**src/rtl/m_pcpi_frontend.sv**
```systemverilog
// ---------------------------------------------------------------------------
// m_pcpi_frontend
// PCPI front-end that claims RV32M and custom-0 instructions from the CPU.
// It forwards a latched copy of each claimed request to an M/custom
// coprocessor and returns the coprocessor's result to the CPU as a
// one-cycle PCPI response.
//
// Optional feature: define PCPI_TIMEOUT_EN to bound the WAIT state.
// After TIMEOUT_CYCLES WAIT cycles without cop_ready, the request is
// answered with pcpi_wr=0 / pcpi_rd=0 and the sticky timeout_err is raised.
// Without the macro, WAIT is unbounded and timeout_err is tied to 0.
//
// Ports
//   clk          in   clock; all state changes on the rising edge
//   reset        in   synchronous, active-high reset
//   pcpi_valid   in   CPU request valid (held until pcpi_ready)
//   pcpi_insn    in   CPU instruction word [31:0]
//   pcpi_rs1/2   in   CPU operands [31:0]
//   pcpi_wr      out  result writeback enable (valid with pcpi_ready)
//   pcpi_rd      out  result data [31:0], zero unless pcpi_ready
//   pcpi_wait    out  request claimed and in progress
//   pcpi_ready   out  one-cycle request-complete strobe
//   cop_valid    out  one-cycle start pulse to the coprocessor
//   cop_insn     out  latched instruction [31:0]
//   cop_rs1/2    out  latched operands [31:0]
//   cop_ready    in   coprocessor done
//   cop_wr       in   coprocessor writeback flag
//   cop_result   in   coprocessor result [31:0]
//   timeout_err  out  sticky abort flag (cleared only by reset)
// ---------------------------------------------------------------------------
module m_pcpi_frontend #(
  parameter int unsigned TIMEOUT_CYCLES = 63
) (
  input  logic        clk,
  input  logic        reset,
  input  logic        pcpi_valid,
  input  logic [31:0] pcpi_insn,
  input  logic [31:0] pcpi_rs1,
  input  logic [31:0] pcpi_rs2,
  output logic        pcpi_wr,
  output logic [31:0] pcpi_rd,
  output logic        pcpi_wait,
  output logic        pcpi_ready,
  output logic        cop_valid,
  output logic [31:0] cop_insn,
  output logic [31:0] cop_rs1,
  output logic [31:0] cop_rs2,
  input  logic        cop_ready,
  input  logic        cop_wr,
  input  logic [31:0] cop_result,
  output logic        timeout_err
);

  localparam int unsigned XLEN = 32;

  localparam logic [6:0] OPC_OP     = 7'b0110011;
  localparam logic [6:0] OPC_CUST0  = 7'b0001011;
  localparam logic [6:0] F7_MULDIV  = 7'b0000001;
  localparam logic [6:0] F7_CUST0   = 7'b0000000;

  typedef enum logic [2:0] {
    ST_IDLE,
    ST_ISSUE,
    ST_WAIT,
    ST_RESP,
    ST_DRAIN
  } state_e;

  state_e            state_q;

  logic              cop_valid_q;
  logic [XLEN-1:0]   cop_insn_q;
  logic [XLEN-1:0]   cop_rs1_q;
  logic [XLEN-1:0]   cop_rs2_q;

  logic              pcpi_wait_q;
  logic              pcpi_ready_q;
  logic              pcpi_wr_q;
  logic [XLEN-1:0]   pcpi_rd_q;

  logic              claim_c;

  // Instruction decode: RV32M (OP + funct7=0000001) or custom-0 (funct7=0).
  always_comb begin
    claim_c = 1'b0;
    if ((pcpi_insn[6:0] == OPC_OP) && (pcpi_insn[31:25] == F7_MULDIV)) begin
      claim_c = 1'b1;
    end
    if ((pcpi_insn[6:0] == OPC_CUST0) && (pcpi_insn[31:25] == F7_CUST0)) begin
      claim_c = 1'b1;
    end
  end

`ifdef PCPI_TIMEOUT_EN
  // Counter wide enough to hold TIMEOUT_CYCLES itself.
  localparam int unsigned CNT_W = (TIMEOUT_CYCLES < 2) ? 1 : $clog2(TIMEOUT_CYCLES + 1);

  logic [CNT_W-1:0]  cnt_q;
  logic [CNT_W-1:0]  cnt_d;
  logic              timeout_err_q;
  logic              expire_c;

  // Count of WAIT cycles including the current one; expiry when it hits the limit.
  always_comb begin
    cnt_d    = cnt_q + CNT_W'(1);
    expire_c = (cnt_d == CNT_W'(TIMEOUT_CYCLES));
  end
`else
  logic              unused_timeout_cycles;
  assign unused_timeout_cycles = ^XLEN'(TIMEOUT_CYCLES);
`endif

  // Request sequencer; all outputs are registered here.
  always_ff @(posedge clk) begin
    if (reset) begin
      state_q       <= ST_IDLE;
      cop_valid_q   <= 1'b0;
      cop_insn_q    <= '0;
      cop_rs1_q     <= '0;
      cop_rs2_q     <= '0;
      pcpi_wait_q   <= 1'b0;
      pcpi_ready_q  <= 1'b0;
      pcpi_wr_q     <= 1'b0;
      pcpi_rd_q     <= '0;
`ifdef PCPI_TIMEOUT_EN
      cnt_q         <= '0;
      timeout_err_q <= 1'b0;
`endif
    end else begin
      // Single-cycle strobes default low; pcpi_rd is zero outside RESP.
      cop_valid_q  <= 1'b0;
      pcpi_ready_q <= 1'b0;
      pcpi_wr_q    <= 1'b0;
      pcpi_rd_q    <= '0;

      case (state_q)
        ST_IDLE: begin
          if (pcpi_valid && claim_c) begin
            state_q     <= ST_ISSUE;
            cop_insn_q  <= pcpi_insn;
            cop_rs1_q   <= pcpi_rs1;
            cop_rs2_q   <= pcpi_rs2;
            cop_valid_q <= 1'b1;
            pcpi_wait_q <= 1'b1;
          end
        end

        ST_ISSUE: begin
          // A coprocessor may answer in the same cycle it is started.
          if (cop_ready) begin
            state_q      <= ST_RESP;
            pcpi_wait_q  <= 1'b0;
            pcpi_ready_q <= 1'b1;
            pcpi_wr_q    <= cop_wr;
            pcpi_rd_q    <= cop_result;
          end else begin
            state_q <= ST_WAIT;
`ifdef PCPI_TIMEOUT_EN
            cnt_q   <= '0;
`endif
          end
        end

        ST_WAIT: begin
          // cop_ready takes priority over a simultaneous expiry.
          if (cop_ready) begin
            state_q      <= ST_RESP;
            pcpi_wait_q  <= 1'b0;
            pcpi_ready_q <= 1'b1;
            pcpi_wr_q    <= cop_wr;
            pcpi_rd_q    <= cop_result;
          end
`ifdef PCPI_TIMEOUT_EN
          else if (expire_c) begin
            state_q       <= ST_RESP;
            pcpi_wait_q   <= 1'b0;
            pcpi_ready_q  <= 1'b1;
            timeout_err_q <= 1'b1;
          end else begin
            cnt_q <= cnt_d;
          end
`endif
        end

        ST_RESP: begin
          state_q <= ST_DRAIN;
        end

        // Hold off until the CPU releases the request so it is not claimed again.
        ST_DRAIN: begin
          if (!pcpi_valid) begin
            state_q <= ST_IDLE;
          end
        end

        default: begin
          state_q <= ST_IDLE;
        end
      endcase
    end
  end

  assign cop_valid  = cop_valid_q;
  assign cop_insn   = cop_insn_q;
  assign cop_rs1    = cop_rs1_q;
  assign cop_rs2    = cop_rs2_q;
  assign pcpi_wait  = pcpi_wait_q;
  assign pcpi_ready = pcpi_ready_q;
  assign pcpi_wr    = pcpi_wr_q;
  assign pcpi_rd    = pcpi_rd_q;

`ifdef PCPI_TIMEOUT_EN
  assign timeout_err = timeout_err_q;
`else
  assign timeout_err = 1'b0;
`endif

endmodule

```
**config.mk**
```make
export PLATFORM = sky130hd
export DESIGN_NAME = m_pcpi_frontend
export DESIGN_NICKNAME = d
export VERILOG_FILES = /design/src/rtl/m_pcpi_frontend.sv
export SDC_FILE = /design/constraint.sdc
export NUM_CORES = 1
export LEC_CHECK = 0
export BUFFER_PORTS_ARGS = -buffer_cell sky130_fd_sc_hd__buf_2
export CORE_ASPECT_RATIO = 1.2
export CORE_MARGIN = 10
export CORE_UTILIZATION = 44
export DETAILED_ROUTE_END_ITERATION = 10
export PLACE_DENSITY = 0.87
export SLEW_MARGIN = 10
export SYNTH_ARGS = -nofsm -noshare
export SYNTH_HDL_FRONTEND = slang
export SYNTH_SLANG_ARGS = --single-unit
```
**constraint.sdc**
```tcl
create_clock -name clk -period 1.8 [get_ports clk]
set_input_delay 0 -clock clk [delete_from_list [all_inputs] [get_ports clk]]
set_output_delay 0 -clock clk [all_outputs]
set_load 0.03 [all_outputs]
```
# == After elaboration in Yosys (flattened, before gate mapping) ==
# Index checks and enable logic that the tools add are counted.
# totals
output_inout_bits,133
in_bits,133
regBits,135
wordCells,48
# op_classes
n_reduce_logical,13
n_mux,12
eq_ne,11
bitwise,3
# ops
op,count
$pmux W3 S5,1
$mux W3,3
$eq A7 B1 Y1 const B,1
$eq A7 B4 Y1 const B,1
$eq A7 B6 Y1 const B,1
$logic_not A7 Y1,1
$mux W1,7
$eq A3 B2 Y1 const B,2
$ne A2 B2 Y1 const B,3
$reduce_and A3 Y1,2
$reduce_or A2 Y1,3
$eq A3 B1 Y1 const B,1
$eq A3 B3 Y1 const B,1
$logic_and A1 B1 Y1,3
$logic_not A3 Y1,1
$not A1 Y1,3
$reduce_or A3 Y1,1
$ne A2 B1 Y1 const B,1
$pmux W1 S2,1
$reduce_and A2 Y1,1
$reduce_bool A2 Y1,1

# == Logic depth before layout (Yosys ltp) ==
# logic_depth
ltp_word,7
depth_mapped,7
depth_no_buf,4

# == Worst setup path after synthesis ==
# OpenSTA, ideal clock, no wires.
# synth_timing
path_kind,register to register
startpoint,register state_q[1]
endpoint,register cop_rs1_q[11] (netlist: cop_rs1[11])
setup_time_ns,0.132
t_required_ns,1.668
synth_period_minus_slack_ns,1.400
path_buffers,2
stages_incl_launch_ff,7
arrival_time_ns,1.267
setup_slack_ns,0.400
cell_sequence,dfxtp_1 > nor3b_2 > nand3_2 > buf_2 > clkbuf_1 > o21ai_0 > a21oi_1
# synth_between
elab_chain_len,2
# synth_rtl
element,line_no,source
from (decl),69,state_e state_q;
from (signal assigned),116,state_q <= ST_IDLE;
from (signal assigned),139,state_q <= ST_ISSUE;
from (signal assigned),151,state_q <= ST_RESP;
$logic_not A3 Y1,136,case (state_q)
$reduce_and A2 Y1 (no source line),--,
to (signal assigned),141,cop_rs1_q <= pcpi_rs1;
to (decl),73,logic [XLEN-1:0] cop_rs1_q;
# No other way between the ends.
# A chain may end at the register's enable or synchronous reset.

# == Worst setup path after layout ==
# layout_timing
startpoint,input pcpi_insn[3]
endpoint,register cop_insn_q[17] (netlist: cop_insn[17])
# layout_between
elab_chain_len,6
word_cells_on_any_way,8
cone_classes,eq/ne (2); mux (2); reduce/logical (4)
# layout_rtl
element,line_no,source
from (decl),37,"input logic [31:0] pcpi_insn,"
$eq A7 B6 Y1,86,if ((pcpi_insn[6:0] == OPC_OP) && (pcpi_insn[31:25] == F7_MULDIV)) begin
$logic_and A1 B1 Y1,86,
$mux W1,86,
$mux W1 (*),89,if ((pcpi_insn[6:0] == OPC_CUST0) && (pcpi_insn[31:25] == F7_CUST0)) begin
$logic_and A1 B1 Y1 (*),138,if (pcpi_valid && claim_c) begin
$reduce_and A2 Y1 (no source line) (*),--,
to (signal assigned),140,cop_insn_q <= pcpi_insn;
to (decl),72,logic [XLEN-1:0] cop_insn_q;
# Every way passes the cells marked *; elsewhere a longest branch is shown, timed or not.

==> flow_summary.json <==
{
  "status": "completed",
  "clock_path_buffers": 2,
  "drive_gt1_share_pct": 35.7,
  "drt_wl_total_um": 21300,
  "worst-r2r-cell-count": 5,
  "wl_per_cell_um": 20.8,
  "pre_cts_ws_ns": 0.204,
  "ir_worst_vdd_mv": 0.663,
  "ant_nets": 0,
  "clkTransAtPathRegs_ns": 0.06,
  "dpl.cell_count": 872,
  "syn-cell-area_um2": 4910,
  "r2r-start": "state_q[1]$_SDFFE_PP0P_",
  "grt_util_all_layers_pct": 25.8,
  "cts_made_buffers": 17,
  "antenna_found_initial": 3,
  "r2r_end": "cop_insn[17]$_SDFFE_PP0P_",
  "worstSetupStartpointType": "primary input",
  "fin_crit_ns": 1.73,
  "path_cells": "dlygate4sd3_1 > buf_2 > and4b_1 > o2111ai_4 > buf_4 > o21ai_0 > a21oi_1",
  "fin_nets": 1010,
  "power_leakage_nw": 3.56,
  "overflow": 0,
  "drt_iter0_drc": 548,
  "critical_path.max_fanout": 36,
  "required_ns": 2.06,
  "drc": 0,
  "syn_inst": 523,
  "vias_per_cell": 5.62,
  "port_buffers": 264,
  "cp-end-kind": "flip-flop",
  "powerDensity_nw_per_um2": 875,
  "area_growth_pct": 64.1,
  "final_hold_viol_count": 0,
  "hold_path_class": "primary input to flip-flop",
  "fillCellCount": 725,
  "slew_headroom_pct": 55.4,
  "rsz0062_at_grt": "false",
  "yosysSeqAreaShare_pct": 55.0,
  "grt_max_degree": 68,
  "gp_congestion": 0.799,
  "startpoint": "pcpi_insn[3]",
  "instances_no_fill": 1024,
  "hpwl_um": 11700,
  "syn_nets": 656,
  "clock_latency_ns": 0.41,
  "skew_ns": 0.00937,
  "grt_first_pass_wirelength_um": 32200,
  "ff2ff_setup_slack_ns": 0.20,
  "synth-seq-cells": 135,
  "start_util_pct": 44.7,
  "htree_levels": 4,
  "cts.sinks": 135,
  "cp_slowest_stage_delay_ns": 0.54,
  "synthDistinctLibCells": 29,
  "finalCritPeriodShare_pct": 96.1,
  "num_io_pins": 266,
  "timing.fmax_mhz": 578,
  "synth_warnings": 0,
  "cap_viol_max_count": 0,
  "tritoncts": "built",
  "cts_setup_buffers": 0,
  "worst_slack_ns": 0.0696,
  "firstDrtPassIters": 6,
  "finalSetupTns_ns": 0,
  "die_height_um": 136,
  "vias": 5759,
  "crit_path_end": "cop_insn[17]$_SDFFE_PP0P_",
  "critPathArrivalTime_ns": 1.99,
  "crit_slowest_cell": "dlygate4sd3_1",
  "critPathKind": "primary input to flip-flop",
  "fp.dieArea_um2": 15800,
  "cts_root_buffer": "clkbuf_16",
  "synth.avg_cell_area_um2": 9.39,
  "grt_pass1_vias": 5871,
  "rows": 42,
  "finalSetupViolations": 0,
  "die_w_um": 116,
  "tightest_slew_ns": 0.669,
  "slew_viol_final": 0,
  "core_area_um2": 11000
}
layer usage:
| layer | part of all wire, % | track usage (%) |
|---|---|---|
| met4 | 5.6 | 16.5 |
| met5 | 0 | 0 |
| met1 | 34 | 26.6 |
| met2 | 50 | 43.5 |
| met3 | 10 | 9.18 |
flip-flops by register name, indices dropped and copies added, names as in the netlist:
| signal | count |
|---|---|
| pcpi_rd | 32 |
| pcpi_wr | 1 |
| cop_valid | 1 |
| pcpi_ready | 1 |
| state_q | 3 |
| cop_insn | 32 |
| cop_rs1 | 32 |
| cop_rs2 | 32 |
| pcpi_wait | 1 |
cells in the mapped netlist (all sizes together):
master | instances | share of area (%)
nand4 | 84 | 11
o2111ai | 1 | 0.31
nor3b | 10 | 1.6
o21ai | 87 | 8.9
xor2 | 1 | 0.18
and4b | 1 | 0.20
nand2 | 3 | 0.23
clkbuf | 31 | 2.4
nand3 | 3 | 0.41
conb | 1 | 0.076
nor2 | 1 | 0.23
inv | 4 | 0.31
a21oi | 90 | 9.2
nor4 | 1 | 0.25
nor3 | 2 | 0.31
a211oi | 1 | 0.15
dfxtp | 135 | 55
o2111a | 1 | 0.25
and2 | 34 | 4.3
buf | 30 | 4.4
nor4b | 2 | 0.61
power breakdown:
part           switching, W  internal, W  total, W
Clock               0.00130      0.00231   0.00361
Sequential     0.0000000688      0.00299   0.00299
Combinational      0.000172     0.000283  0.000455
Total               0.00147      0.00559   0.00706
kinds of logic (layout without fill, tap and decap cells):
kind of cell,count (synthesis),count (layout),synth area share (%)
compound gates,180,180,18.7
xor+xnor,1,1,0.178
buf+inv,65,430,7.10
flops,135,135,55.0
other cells,1,5,0.0763
simple gates,141,141,18.9
how the worst min path moves through the flow:
stage	slack, ns	end	from	depth (start not counted)
after floorplan	0.12	pcpi_rd[0]$_SDFF_PP0_	cop_result[0]	1
after global placement	0.20	pcpi_rd[4]$_SDFF_PP0_	cop_result[4]	2
after detailed placement	0.20	pcpi_rd[25]$_SDFF_PP0_	cop_result[25]	2
after global routing	0.02	state_q[2]$_SDFFE_PP0P_	pcpi_valid	4
final	0.01	state_q[2]$_SDFFE_PP0P_	pcpi_valid	4
after CTS	0.005	state_q[2]$_SDFFE_PP0P_	pcpi_valid	4
cells in the final DEF (no fill, tap or decap), drive strengths merged, types with 2 or more instances in the layout:
cell | synthesis | layout
bufinv | 0 | 4
o21ai | 87 | 87
diode | 0 | 4
clkbuf | 31 | 19
nand3 | 3 | 3
nor4b | 2 | 2
nand2 | 3 | 3
clkinv | 0 | 5
dfxtp | 135 | 135
dlygate4sd3 | 0 | 118
nor3 | 2 | 2
nand4 | 84 | 84
a21oi | 90 | 90
nor3b | 10 | 10
inv | 4 | 5
buf | 30 | 278
and2 | 34 | 34
repair_timing:
action | in CTS | in global routing
resized for setup | 0 | 2
endpoints found under the hold margin | 120 | 0
hold buffers | 118 | 0
endpoints found under the setup margin | 0 | 15
final cells by class:
cell class	instances	area, um2	area share, %
Antenna cell	4	10.0	0.124
Clock buffer	19	433	5.37
Clock inverter	11	176	2.19
Inverter	4	15.0	0.186
Multi-Input combinational cell	323	1880	23.4
Sequential cell	135	2700	33.5
Tap cell	132	165	2.05
Timing Repair Buffer	396	2680	33.2
stage by stage:
step                      hold slack [ns]  power [W]  util, %  instance area [um2]
after floorplan                     0.122    0.00312        -                 4910
after global placement              0.198    0.00327     56.9                 6250
after detailed placement            0.202    0.00328     56.9                 6250
after CTS                         0.00494    0.00705     73.2                 8040
after global routing               0.0171    0.00725     73.4                 8060
final                              0.0146    0.00706     73.4                 8060
critical path, delay by kind of cell:
family	cells	cell delay [ns]
buffers and inverters	3	0.96
AND/OR/NAND/NOR	1	0.33
AO/OA/AOI/OAI	3	0.68
No activity file was read; power rests on OpenSTA's default activity.
